`config.mk`:
```
export PLATFORM = sky130hd
export DESIGN_NAME = sdram_cmd_arbiter
export DESIGN_NICKNAME = d
export VERILOG_FILES = /design/src/rtl/sdram_cmd_arbiter.sv
export SDC_FILE = /design/constraint.sdc
export NUM_CORES = 1
export LEC_CHECK = 0
export ABC_AREA = 1
export BUFFER_PORTS_ARGS = -buffer_cell sky130_fd_sc_hd__buf_2
export CELL_PAD_IN_SITES_DETAIL_PLACEMENT = 1
export CELL_PAD_IN_SITES_GLOBAL_PLACEMENT = 2
export CORE_MARGIN = 1
export CORE_UTILIZATION = 30
export DETAILED_ROUTE_END_ITERATION = 10
export PLACE_DENSITY_LB_ADDON = 0.15
export RECOVER_POWER = 50
export SETUP_SLACK_MARGIN = 0.4
export SLEW_MARGIN = 15
export SYNTH_ARGS = -nofsm -noshare
export SYNTH_HDL_FRONTEND = slang
export SYNTH_SLANG_ARGS = --single-unit
```
`constraint.sdc`:
```
create_clock -name i_dram_clk -period 8.6 [get_ports i_dram_clk]
set_input_delay 1.72 -clock i_dram_clk [delete_from_list [all_inputs] [get_ports i_dram_clk]]
set_output_delay 1.72 -clock i_dram_clk [all_outputs]
set_load 0.02 [all_outputs]
```
`src/rtl/sdram_cmd_arbiter.sv`:
```
// SDRAM command sequencer: refresh/two-port arbitration feeding closed-page
// ACT/RD/WR/PRE and REF sequences onto a registered command bus.
module sdram_cmd_arbiter #(
  parameter int TRcd      = 3,
  parameter int TCas      = 3,
  parameter int TWr       = 2,
  parameter int TRp       = 3,
  parameter int TRfc      = 9,
  parameter int BankWidth = 2,
  parameter int RowWidth  = 13,
  parameter int ColWidth  = 9,
  parameter int DataWidth = 16,
  parameter int AddrWidth = BankWidth + RowWidth + ColWidth
) (
  input  logic                   i_dram_clk,
  input  logic                   i_rst,
  input  logic                   i_init_done,
  input  logic                   i_refresh_req,
  output logic                   o_refresh_ack,
  input  logic [1:0]             i_req,
  input  logic [1:0]             i_we,
  input  logic [2*AddrWidth-1:0] i_addr,
  input  logic [2*DataWidth-1:0] i_wdata,
  output logic [1:0]             o_gnt,
  output logic [1:0]             o_rvalid,
  output logic [DataWidth-1:0]   o_rdata,
  output logic [2:0]             o_cmd,
  output logic [BankWidth-1:0]   o_ba,
  output logic [RowWidth-1:0]    o_addr,
  output logic [DataWidth-1:0]   o_wdata,
  output logic                   o_wdata_oe,
  input  logic [DataWidth-1:0]   i_rdata
);

  localparam int TMax0 = (TRcd  > TCas) ? TRcd  : TCas;
  localparam int TMax1 = (TMax0 > TWr)  ? TMax0 : TWr;
  localparam int TMax2 = (TMax1 > TRp)  ? TMax1 : TRp;
  localparam int TMax  = (TMax2 > TRfc) ? TMax2 : TRfc;
  localparam int CntW  = $clog2(TMax + 1);

  localparam logic [2:0] CMD_NOP = 3'd0;
  localparam logic [2:0] CMD_ACT = 3'd1;
  localparam logic [2:0] CMD_RD  = 3'd2;
  localparam logic [2:0] CMD_WR  = 3'd3;
  localparam logic [2:0] CMD_PRE = 3'd4;
  localparam logic [2:0] CMD_REF = 3'd5;

  typedef enum logic [2:0] {
    IDLE, ACT_WAIT, RW, CAS_WAIT, WR_REC, PRE_WAIT, REF_WAIT
  } state_e;

  state_e                 state_q, state_d;
  logic [CntW-1:0]        cnt_q, cnt_d;
  logic                   last_q, last_d;
  logic                   port_q, port_d;
  logic                   we_q, we_d;
  logic [BankWidth-1:0]   bank_q, bank_d;
  logic [RowWidth-1:0]    row_q, row_d;
  logic [ColWidth-1:0]    col_q, col_d;
  logic [DataWidth-1:0]   wd_q, wd_d;

  logic [2:0]             cmd_q, cmd_d;
  logic [BankWidth-1:0]   ba_q, ba_d;
  logic [RowWidth-1:0]    addr_q, addr_d;
  logic [DataWidth-1:0]   wdata_q, wdata_d;
  logic                   oe_q, oe_d;
  logic [1:0]             gnt_q, gnt_d;
  logic [1:0]             rvalid_q, rvalid_d;
  logic [DataWidth-1:0]   rdata_q, rdata_d;
  logic                   ack_q, ack_d;

  logic                   expire, arb, do_pre, win;
  logic [AddrWidth-1:0]   win_addr;
  logic [DataWidth-1:0]   win_wdata;

  always_ff @(posedge i_dram_clk or posedge i_rst) begin
    if (i_rst) begin
      state_q  <= IDLE;
      cnt_q    <= '0;
      last_q   <= 1'b1;
      port_q   <= 1'b0;
      we_q     <= 1'b0;
      bank_q   <= '0;
      row_q    <= '0;
      col_q    <= '0;
      wd_q     <= '0;
      cmd_q    <= CMD_NOP;
      ba_q     <= '0;
      addr_q   <= '0;
      wdata_q  <= '0;
      oe_q     <= 1'b0;
      gnt_q    <= '0;
      rvalid_q <= '0;
      rdata_q  <= '0;
      ack_q    <= 1'b0;
    end else begin
      state_q  <= state_d;
      cnt_q    <= cnt_d;
      last_q   <= last_d;
      port_q   <= port_d;
      we_q     <= we_d;
      bank_q   <= bank_d;
      row_q    <= row_d;
      col_q    <= col_d;
      wd_q     <= wd_d;
      cmd_q    <= cmd_d;
      ba_q     <= ba_d;
      addr_q   <= addr_d;
      wdata_q  <= wdata_d;
      oe_q     <= oe_d;
      gnt_q    <= gnt_d;
      rvalid_q <= rvalid_d;
      rdata_q  <= rdata_d;
      ack_q    <= ack_d;
    end
  end

  always_comb begin
    state_d  = state_q;
    cnt_d    = cnt_q;
    last_d   = last_q;
    port_d   = port_q;
    we_d     = we_q;
    bank_d   = bank_q;
    row_d    = row_q;
    col_d    = col_q;
    wd_d     = wd_q;
    cmd_d    = CMD_NOP;
    ba_d     = ba_q;
    addr_d   = addr_q;
    wdata_d  = wdata_q;
    oe_d     = 1'b0;
    gnt_d    = '0;
    rvalid_d = '0;
    rdata_d  = rdata_q;
    ack_d    = 1'b0;
    arb      = 1'b0;
    do_pre   = 1'b0;
    expire   = (cnt_q == CntW'(1));

    // Round robin: with both ports asking, the one not granted last wins.
    win       = (&i_req) ? ~last_q : i_req[1];
    win_addr  = win ? i_addr[AddrWidth +: AddrWidth] : i_addr[0 +: AddrWidth];
    win_wdata = win ? i_wdata[DataWidth +: DataWidth] : i_wdata[0 +: DataWidth];

    unique case (state_q)
      IDLE: arb = 1'b1;
      ACT_WAIT: begin
        if (expire) begin
          cmd_d   = we_q ? CMD_WR : CMD_RD;
          ba_d    = bank_q;
          addr_d  = RowWidth'(col_q);
          oe_d    = we_q;
          if (we_q) wdata_d = wd_q;
          cnt_d   = we_q ? CntW'(TWr) : CntW'(TCas);
          state_d = RW;
        end else begin
          cnt_d = cnt_q - CntW'(1);
        end
      end
      RW: begin
        // Reads hold the CAS count one cycle so sampling lands at RD+TCas.
        if (!we_q) begin
          state_d = CAS_WAIT;
        end else if (expire) begin
          do_pre = 1'b1;
        end else begin
          cnt_d   = cnt_q - CntW'(1);
          state_d = WR_REC;
        end
      end
      CAS_WAIT: begin
        if (expire) begin
          rvalid_d[port_q] = 1'b1;
          rdata_d          = i_rdata;
          do_pre           = 1'b1;
        end else begin
          cnt_d = cnt_q - CntW'(1);
        end
      end
      WR_REC: begin
        if (expire) do_pre = 1'b1;
        else        cnt_d  = cnt_q - CntW'(1);
      end
      PRE_WAIT, REF_WAIT: begin
        if (expire) arb   = 1'b1;
        else        cnt_d = cnt_q - CntW'(1);
      end
      default: state_d = IDLE;
    endcase

    if (do_pre) begin
      cmd_d   = CMD_PRE;
      ba_d    = bank_q;
      addr_d  = '0;
      cnt_d   = CntW'(TRp);
      state_d = PRE_WAIT;
    end

    // Arbitration on the exact cycle a wait expires gives back-to-back
    // commands at the minimum legal spacing.
    if (arb) begin
      state_d = IDLE;
      cnt_d   = '0;
      if (i_init_done && i_refresh_req) begin
        cmd_d   = CMD_REF;
        ack_d   = 1'b1;
        cnt_d   = CntW'(TRfc);
        state_d = REF_WAIT;
      end else if (i_init_done && (|i_req)) begin
        cmd_d      = CMD_ACT;
        gnt_d[win] = 1'b1;
        last_d     = win;
        port_d     = win;
        we_d       = i_we[win];
        bank_d     = win_addr[AddrWidth-1 -: BankWidth];
        row_d      = win_addr[ColWidth +: RowWidth];
        col_d      = win_addr[ColWidth-1:0];
        wd_d       = win_wdata;
        ba_d       = win_addr[AddrWidth-1 -: BankWidth];
        addr_d     = win_addr[ColWidth +: RowWidth];
        cnt_d      = CntW'(TRcd);
        state_d    = ACT_WAIT;
      end
    end
  end

  assign o_cmd         = cmd_q;
  assign o_ba          = ba_q;
  assign o_addr        = addr_q;
  assign o_wdata       = wdata_q;
  assign o_wdata_oe    = oe_q;
  assign o_gnt         = gnt_q;
  assign o_rvalid      = rvalid_q;
  assign o_rdata       = rdata_q;
  assign o_refresh_ack = ack_q;

endmodule

```
==> impl_metrics.json, run 1 <==
{
  "cp_data_required_time_ns": 8.86,
  "fp.dieW_um": 120,
  "wirelength_mm": 12.1,
  "synth_cells": 489,
  "status": "complete, no violations",
  "critPathCaptureType": "flop",
  "yosysTopAreaCellShare_pct": 55.0,
  "ys_warn_count": 0,
  "drc_errors": 0,
  "vias": 3766,
  "synth_area_per_cell_um2": 8.56,
  "fin_crit_sh_pct": 39.5,
  "drt_pass1_iterations": 4,
  "syn_to_final_growth_pct": 27.9,
  "grt_pass1_wl_mm": 20.2,
  "initial_core_util_pct": 31.1,
  "yosysSeqAreaShare_pct": 55.6,
  "insertion_delay_ns": 0.35,
  "reg2reg_depth": 6,
  "start_kind": "primary input",
  "finalSetupViolCount": 0,
  "tns_ns": 0,
  "grt.total_usage_pct": 18.3,
  "clk_transition_reported_paths_ns": 0.06,
  "min_to": "o_rvalid[0]",
  "finClkSkew_ns": 0.00617,
  "ios": 160,
  "cts_tree": "built",
  "row_count": 42,
  "max_freq_ghz": 0.294,
  "rsz0062_at_grt": "no",
  "pwr_density_cell_nw_per_um2": 343,
  "hold_buffers": 0,
  "critPathMaxFanout": 37,
  "dpl.hpwl_mm": 9.00,
  "reg2reg_to": "o_wdata[3]",
  "peakVddDrop_mv": 0.108,
  "grt_overflow_total": 0,
  "yosysTopAreaCell": "dfrtp_1",
  "via_per_inst": 4.55,
  "cts_num_sinks": 93,
  "final_layout_size_suffix_gt1_share_pct": 22.9,
  "r2r_setup_slack_ns": 5.48,
  "cts.path.max_buffers": 2,
  "timing.final.ws_setup_ns": 5.20,
  "portBuffers": 159,
  "p_leak_nw": 2.83,
  "slew_headroom_pct": 5.02,
  "synth_fp_nets": 595,
  "arrival_ns": 3.66,
  "syn_area_um2": 4190,
  "period_needed_ns": 3.40,
  "grt_pass1_vias": 4077,
  "grt_max_degree": 62,
  "core_um2": 13500,
  "antenna_found_initial": 0,
  "synth_area_leaders": "dfrtp_1 55%, nand2_1 19%, nand3_1 4.9%, mux2_2 4.3%, inv_1 3.0%",
  "cts_setup_buffers": 0,
  "drt_iter0_markers": 143,
  "routedWlPerCell_um": 14.6,
  "ys_seq_elements": 93,
  "synth_cell_types": 30,
  "pre_cts_ws_ns": 4.76,
  "worst_pin_slew_ns": 1.42,
  "whs_path_depth": 1,
  "die_area_um2": 14400,
  "path_class": "in2reg",
  "worstHoldStart": "port_q",
  "r2r-start": "state_q[2]",
  "power_mw": 1.84,
  "ctsRootBufferMaster": "clkbuf_16",
  "cts_max_level": 3,
  "min_path_type": "reg2reg",
  "ant_nets": 0,
  "n_antenna_cell": 0,
  "cts_buffers": 9,
  "gp_congestion": 0.791,
  "hold_viol": 0,
  "cts_resized": 0,
  "cap_violations": 0,
  "final_nets": 753,
  "die_h_um": 120,
  "drv_slew": 0
}
## Yosys cell counts (all sizes together)
library cell and count:
buf 8, o21ai 12, or2 2, inv 37
a22oi 6, a21oi 4, a22o 1, nand4 6
clkinv 1, dfstp 1, ha 2, nor2 26
dfrtp 92, nand2 219, a21boi 1, nand3 41
mux2 16, o211ai 4, clkbuf 5, xnor2 1
o22ai 4
## power by group
part	internal, mW	switching, mW	leakage (nW)
Clock	0.214	0.173	0.143
Sequential	0.628	0.103	1.18
Combinational	0.239	0.482	1.51
Total	1.08	0.757	2.83
## registers in the layout (all words and copies together) (netlist names)
name and cells:
o_refresh_ack 1, o_ba 2, state_q 3, wd_q 16
bank_q 2, o_rvalid 2, col_q 9, o_cmd 3
we_q 1, o_wdata 16, o_addr 13, o_wdata_oe 1
o_rdata 16, cnt_q 4, port_q 1, o_gnt 2
last_q 1
## worst max-delay path by stage
stage	start	endpoint	slack, ns	cells past startpoint
after global routing	i_init_done	col_q[3]	4.88	7
after global placement	i_req[1]	we_q	4.89	7
final	i_init_done	we_q	5.20	7
after detailed placement	i_req[1]	we_q	4.76	7
after floorplan	i_rst	bank_q[0]	4.46	1
after CTS	i_req[1]	we_q	5.11	7
## cells in the final DEF, fill, tap and decap left out, drive strengths merged
cell,count
clkinv,4
mux2,16
or2,2
clkinvlp,1
o22ai,4
o211ai,4
buf,103
nand2,219
nand4,6
ha,2
a21boi,1
dfrtp,92
inv,37
xnor2,1
nor2,26
a22oi,6
a21oi,4
o21ai,12
clkbuf,69
a22o,1
dfstp,1
nand3,41
## through the flow
step | util [%] | instances | hold slack (ns) | area, um2
floorplan | - | 489 | 0.403 | 4190
global placement | 38.2 | 812 | 0.407 | 5140
detailed placement | 38.2 | 812 | 0.425 | 5140
CTS | 40.4 | 828 | 0.437 | 5430
global route | 39.8 | 828 | 0.470 | 5360
finish | 39.8 | 828 | 0.437 | 5360
## area by class of cell
type	instances	area (um2)
fill	1712	8100
tap	176	220
clock buffer	12	256
clock inverter	4	31.3
multi-input combinational	345	1640
timing repair buffer	160	732
sequential	93	2330
inverter	38	144
## metal layers
metal | vias up | global-route usage (%) | routed length (um)
li1 | 1862 | - | -
met1 | 1799 | 23.4 | 5380
met2 | 90 | 30.5 | 5970
met3 | 15 | 3.18 | 555
met4 | 0 | 6.88 | 194
met5 | - | 0 | 0
## worst max-delay path: stages
cell	delay [ns]
clkbuf_1	0.09
o21ai_0	0.15
inv_1	0.15
nand4_4	0.53
nor2_4	0.74
nand2_1	0.13
o211ai_1	0.13
## cells by family (layout without fill, tap and decap cells)
group	Yosys count	after routing	synth area share (%)
AOI/OAI and AO/OA	32	32	4.96
xor gates and xnor gates	1	1	0.209
adders and majority gates	2	2	0.597
buffers and inverters	51	214	5.05
DFF	93	93	55.6
muxes	16	16	4.30
and+or+nand+nor	294	294	29.3
Note: power is estimated with default switching activity, not from simulation.
==> run 2: changes to the inputs <==
--- a/config.mk
+++ b/config.mk
@@ -10,7 +10,7 @@
 export CELL_PAD_IN_SITES_DETAIL_PLACEMENT = 1
 export CELL_PAD_IN_SITES_GLOBAL_PLACEMENT = 2
 export CORE_MARGIN = 1
-export CORE_UTILIZATION = 30
+export CORE_UTILIZATION = 27
 export DETAILED_ROUTE_END_ITERATION = 10
 export PLACE_DENSITY_LB_ADDON = 0.15
 export RECOVER_POWER = 50
==> constraint.sdc (replaced) <==
create_clock -name i_dram_clk -period 3.4 [get_ports i_dram_clk]
set_input_delay 0.68 -clock i_dram_clk [delete_from_list [all_inputs] [get_ports i_dram_clk]]
set_output_delay 0.68 -clock i_dram_clk [all_outputs]
set_load 0.02 [all_outputs]
==> run 2 against run 1 <==
Effect of this change: setup slack worse by 4.1 ns; largest cell class unchanged; cell count is 1.9% higher; flip-flop and latch count did not move; register-to-register slack got worse by 4.4 ns; total power grew to 2.6 times the previous value; critical endpoint is now col_q[6]; wire length fell by 0.44%; sequential power rose to 2.5 times the previous value; final area is 2.1% higher; sequential share of layout area decreased by 0.91 points.
==> impl_metrics.json, run 2 (synthesis gave the netlist of run 1 again) <==
{
  "status": "complete, no violations",
  "placed_area_um2": 5210,
  "insertion_delay_ns": 0.34,
  "cts_tree": "built",
  "critPathCaptureType": "flop",
  "grt.total_usage_pct": 16.3,
  "grt_max_degree": 94,
  "worst_path_max_delay_cell": "nor2_8",
  "grt_overflow_total": 0,
  "design_area_um2": 5470,
  "cts_resized": 0,
  "cp_data_required_time_ns": 3.68,
  "period_needed_ns": 2.34,
  "finClkSkew_ns": 0.00560,
  "cp_top_family": "simple AND/OR/NAND/NOR gates",
  "r2r-start": "cnt_q[1]",
  "clk_transition_reported_paths_ns": 0.06,
  "cp_common_cell": "nand2_1",
  "worstHoldStart": "port_q",
  "cts.path.max_buffers": 2,
  "rsz0062_at_grt": "no",
  "finalSetupViolCount": 0,
  "final.fill_count": 1864,
  "hold_buffers": 0,
  "gp_congestion": 0.775,
  "max_freq_ghz": 0.426,
  "antenna_found_initial": 0,
  "cts_setup_buffers": 0,
  "tns_ns": 0,
  "n_antenna_cell": 0,
  "power_mw": 4.73,
  "final_layout_size_suffix_gt1_share_pct": 28.2,
  "syn_to_final_growth_pct": 30.6,
  "start_kind": "flop",
  "crit_buf_inv": 1,
  "critPathMaxFanout": 28,
  "mostFrequentLayoutCell": "nand2_1",
  "ios": 160,
  "die_area_um2": 16000,
  "core_um2": 15100,
  "ctsRootBufferMaster": "clkbuf_16",
  "crit_start": "cnt_q[1]",
  "drc_errors": 0,
  "final_nets": 758,
  "cap_violations": 0,
  "pwr_density_cell_nw_per_um2": 864,
  "cts_max_level": 3,
  "grt_pass1_vias": 3972,
  "die_h_um": 127,
  "portBuffers": 159,
  "row_count": 45,
  "drt_pass1_iterations": 4,
  "wirelength_mm": 12.0,
  "arrival_ns": 2.62,
  "grt_pass1_wl_mm": 20.3,
  "via_per_inst": 4.40,
  "slew_headroom_pct": 62.7,
  "hold_slack_ns": 0.438,
  "cp_cell_sequence": "inv_1 -> ha_1 -> nand2_1 -> nand2_1 -> nand4_4 -> nor2_8 -> nand2_1 -> nand3_1",
  "path_class": "reg2reg",
  "cpPeakStageDelay_ns": 0.55,
  "fin_crit_sh_pct": 69.0,
  "worst_pin_slew_ns": 0.558,
  "layout_common_cells": "216 x nand2_1, 133 x buf_2, 92 x dfrtp_1",
  "ant_nets": 0,
  "drt_iter0_markers": 139,
  "p_leak_nw": 2.97,
  "routedWlPerCell_um": 14.3,
  "hold_viol": 0,
  "vias": 3714,
  "drv_slew": 0,
  "dpl.hpwl_mm": 8.80,
  "cts_buffers": 9,
  "min_path_type": "reg2reg",
  "initial_core_util_pct": 27.6,
  "cts_num_sinks": 93,
  "fp.dieW_um": 127,
  "peakVddDrop_mv": 0.293
}
[run 2: worst register-to-register path: stages (launching register included)]
cell,delay [ns]
dfrtp_1,0.37
inv_1,0.10
ha_1,0.17
nand2_1,0.19
nand2_1,0.19
nand4_4,0.46
nor2_8,0.56
nand2_1,0.12
nand3_1,0.11
[run 2: layer usage]
metal | part of all wire [%] | wire [um] | global-route usage (%) | up-vias
met3 | 4.9 | 586 | 4.34 | 10
li1 | - | - | - | 1868
met1 | 48 | 5730 | 21.3 | 1729
met2 | 46 | 5570 | 26.6 | 107
met5 | 0 | 0 | 0 | -
met4 | 1.3 | 158 | 4.46 | 0
[run 2: power breakdown]
part / leakage [nW] / switching [mW] / total (mW) / internal, mW
Clock: 0.139 / 0.412 / 1.00 / 0.588
Sequential: 1.18 / 0.262 / 1.85 / 1.59
Combinational: 1.65 / 1.22 / 1.88 / 0.659
Total: 2.97 / 1.89 / 4.73 / 2.84
[run 2: metrics by stage]
stage	std cells	utilization, %	setup slack, ns
2_1_floorplan	489	-	1.60
3_3_place_gp	829	34.4	1.00
3_5_place_dp	829	34.4	0.917
4_1_cts	844	36.3	0.960
5_1_grt	844	36.1	0.791
6_report	844	36.1	1.06
[run 2: path summary, 6_finish.rpt]
path | to | slack, ns | cells after the start
min reg2reg | o_rvalid[0] | 0.44 | 1
max | col_q[6] | 1.06 | 8
min | o_rvalid[0] | 0.44 | 1
max reg2reg | col_q[6] | 1.06 | 8
max in group asynchronous | last_q | 2.51 | 3
min in group asynchronous | o_wdata[12] | 0.49 | 3
[run 2: area by class of cell]
type / instances / area, um2 / share of cell area [%]
clock buffers: 12 / 246 / 4.51
well taps: 188 / 235 / 4.30
multi-input cells: 345 / 1650 / 30.1
inverters: 38 / 144 / 2.63
flip-flops and latches: 93 / 2330 / 42.6
repair buffers: 165 / 821 / 15.0
clock inverters: 3 / 46.3 / 0.846
==> run 3: changes to the inputs <==
==> constraint.sdc (replaced) <==
create_clock -name i_dram_clk -period 2.3 [get_ports i_dram_clk]
set_input_delay 0.46 -clock i_dram_clk [delete_from_list [all_inputs] [get_ports i_dram_clk]]
set_output_delay 0.46 -clock i_dram_clk [all_outputs]
set_load 0.02 [all_outputs]
==> run 3 against run 2 <==
Effect of this change: hold slack got worse by 0.23 ns; highest routed layer unchanged; cell count grew 1.9%; largest power group unchanged; setup slack got worse by 0.56 ns; utilization up 1.3 points; register-to-register slack worse by 0.56 ns.
==> impl_metrics.json, run 3 (synthesis gave the netlist of run 1 again) <==
{
  "fin_crit_sh_pct": 78.3,
  "row_count": 45,
  "grt_pass1_vias": 4109,
  "ctsRootBufferMaster": "clkbuf_16",
  "fp.dieW_um": 127,
  "drv_slew": 0,
  "final.fill_count": 1863,
  "final_nets": 773,
  "portBuffers": 159,
  "tns_ns": 0,
  "via_per_inst": 4.48,
  "cap_violations": 0,
  "grt_overflow_total": 0,
  "peakVddDrop_mv": 0.428,
  "max_freq_ghz": 0.556,
  "ios": 160,
  "drt_iter0_markers": 141,
  "power_switching_mw": 2.94,
  "critPathCaptureType": "flop",
  "period_needed_ns": 1.80,
  "finClkSkew_ns": 0.00332,
  "die_h_um": 127,
  "antenna_found_initial": 0,
  "path_class": "reg2reg",
  "min_path_type": "in2async",
  "cts_max_level": 3,
  "p_leak_nw": 3.05,
  "n_antenna_cell": 0,
  "swShare_pct": 40.1,
  "initial_core_util_pct": 27.6,
  "start_kind": "flop",
  "drc_errors": 0,
  "worst_pin_slew_ns": 0.919,
  "dp.cells": 835,
  "ant_nets": 0,
  "pwr_density_cell_nw_per_um2": 1290,
  "hold_slack_ns": 0.203,
  "mostFrequentLayoutCell": "nand2_1",
  "critPathMaxFanout": 8,
  "routedWlPerCell_um": 15.0,
  "insertion_delay_ns": 0.35,
  "power_mw": 7.33,
  "die_area_um2": 16000,
  "hold_buffers": 0,
  "layoutNonFillerInstCount": 860,
  "core_um2": 15100,
  "status": "complete, no violations",
  "layout_common_cells": "215 x nand2_1, 130 x buf_2, 91 x dfrtp_1",
  "grt_pass1_wl_mm": 21.0,
  "gp_congestion": 0.816,
  "cts_tree": "built",
  "hold_viol": 0,
  "clk_transition_reported_paths_ns": 0.07,
  "grt_max_degree": 49,
  "slew_headroom_pct": 38.8,
  "p_int_mw": 4.39,
  "grt.total_usage_pct": 17.0,
  "rsz0062_at_grt": "yes",
  "combinationalPowerShare_pct": 39.8,
  "r2r-start": "cnt_q[1]",
  "syn_to_final_growth_pct": 35.3,
  "vias": 3854,
  "final_layout_size_suffix_gt1_share_pct": 30.7,
  "p_clk_share_pct": 22.6,
  "cts_buffers": 9,
  "seq_power_share_pct": 37.6,
  "arrival_ns": 2.03,
  "drt_pass1_iterations": 5,
  "dpl.hpwl_mm": 9.47,
  "wirelength_mm": 12.9,
  "cp_data_required_time_ns": 2.53,
  "cts_num_sinks": 93,
  "finalSetupViolCount": 0,
  "crit_start": "cnt_q[1]",
  "cts.path.max_buffers": 2
}
## run 3: cell types whose count changed in the layout (fill, tap and decap cells not counted), moves of 2 or more
cell        before  now
clkinvlp_4       1    3
nor2_2           2    4
buf_4            5   15
clkbuf_1        28   31
inv_1           32   30
inv_6            0    2
inv_4            0    2
nand2_4          0    2
buf_2          133  130
nor2_1          22   20
## run 3: repair_timing
item,CTS,global route
gates cloned,1,0
setup endpoints to repair,38,74
pin swaps,3,1
buffers inserted,5,3
gates resized for setup,7,6
## run 3: cell type report
type	instances	area (um2)	area share, %
clock inverters	6	93.8	1.66
clock buffers	10	239	4.22
repair buffers	179	931	16.4
well taps	188	235	4.15
multi-input cells	346	1680	29.7
flip-flops and latches	93	2330	41.1
inverters	38	156	2.76
## run 3: worst paths after layout
kind                                     to  slack, ns  depth (start not counted)
worst max register to register    o_addr[0]       0.50                         12
worst min-delay path             o_wdata[2]       0.20                          2
max in group asynchronous        o_rdata[3]       0.85                          3
worst max-delay path              o_addr[0]       0.50                         12
worst min register to register  o_rvalid[0]       0.43                          1
min in group i_dram_clk             wd_q[6]       0.32                          3
## run 3: through the flow
stage | cell area, um2 | worst slack [ns] | util, %
6_report | 5670 | 0.500 | 37.4
3_3_place_gp | 5260 | 0.287 | 34.7
5_1_grt | 5670 | 0.336 | 37.4
4_1_cts | 5650 | 0.402 | 37.3
3_5_place_dp | 5260 | 0.201 | 34.7
2_1_floorplan | 4190 | 0.555 | -
## run 3: power by group through the flow
stage          clock network, mW  logic [mW]  registers (mW)
6_report                    1.66        2.91            2.76
5_1_grt                     1.78        3.25            2.84
4_1_cts                     1.72        2.98            2.76
3_5_place_dp                   0        2.91            2.78
3_3_place_gp                   0        2.84            2.76
2_1_floorplan                  0        1.45            3.20
## run 3: routing by layer
metal / up-vias / GRT usage (%) / share of wire (%)
met4: 0 / 4.68 / 1.0
met5: - / 0 / 0
met2: 113 / 29.6 / 49
met1: 1829 / 20.9 / 45
li1: 1903 / - / -
met3: 9 / 4.09 / 5.0
## run 3: worst max-delay path, cell delays in order, from the launching register on
cell	delay (ns)
dfrtp_1	0.37
inv_1	0.09
ha_1	0.17
nand2_1	0.08
buf_4	0.17
inv_1	0.19
o21ai_4	0.10
nand2_1	0.10
inv_1	0.08
nand2_4	0.12
inv_4	0.07
nand2_1	0.06
nand2_1	0.06
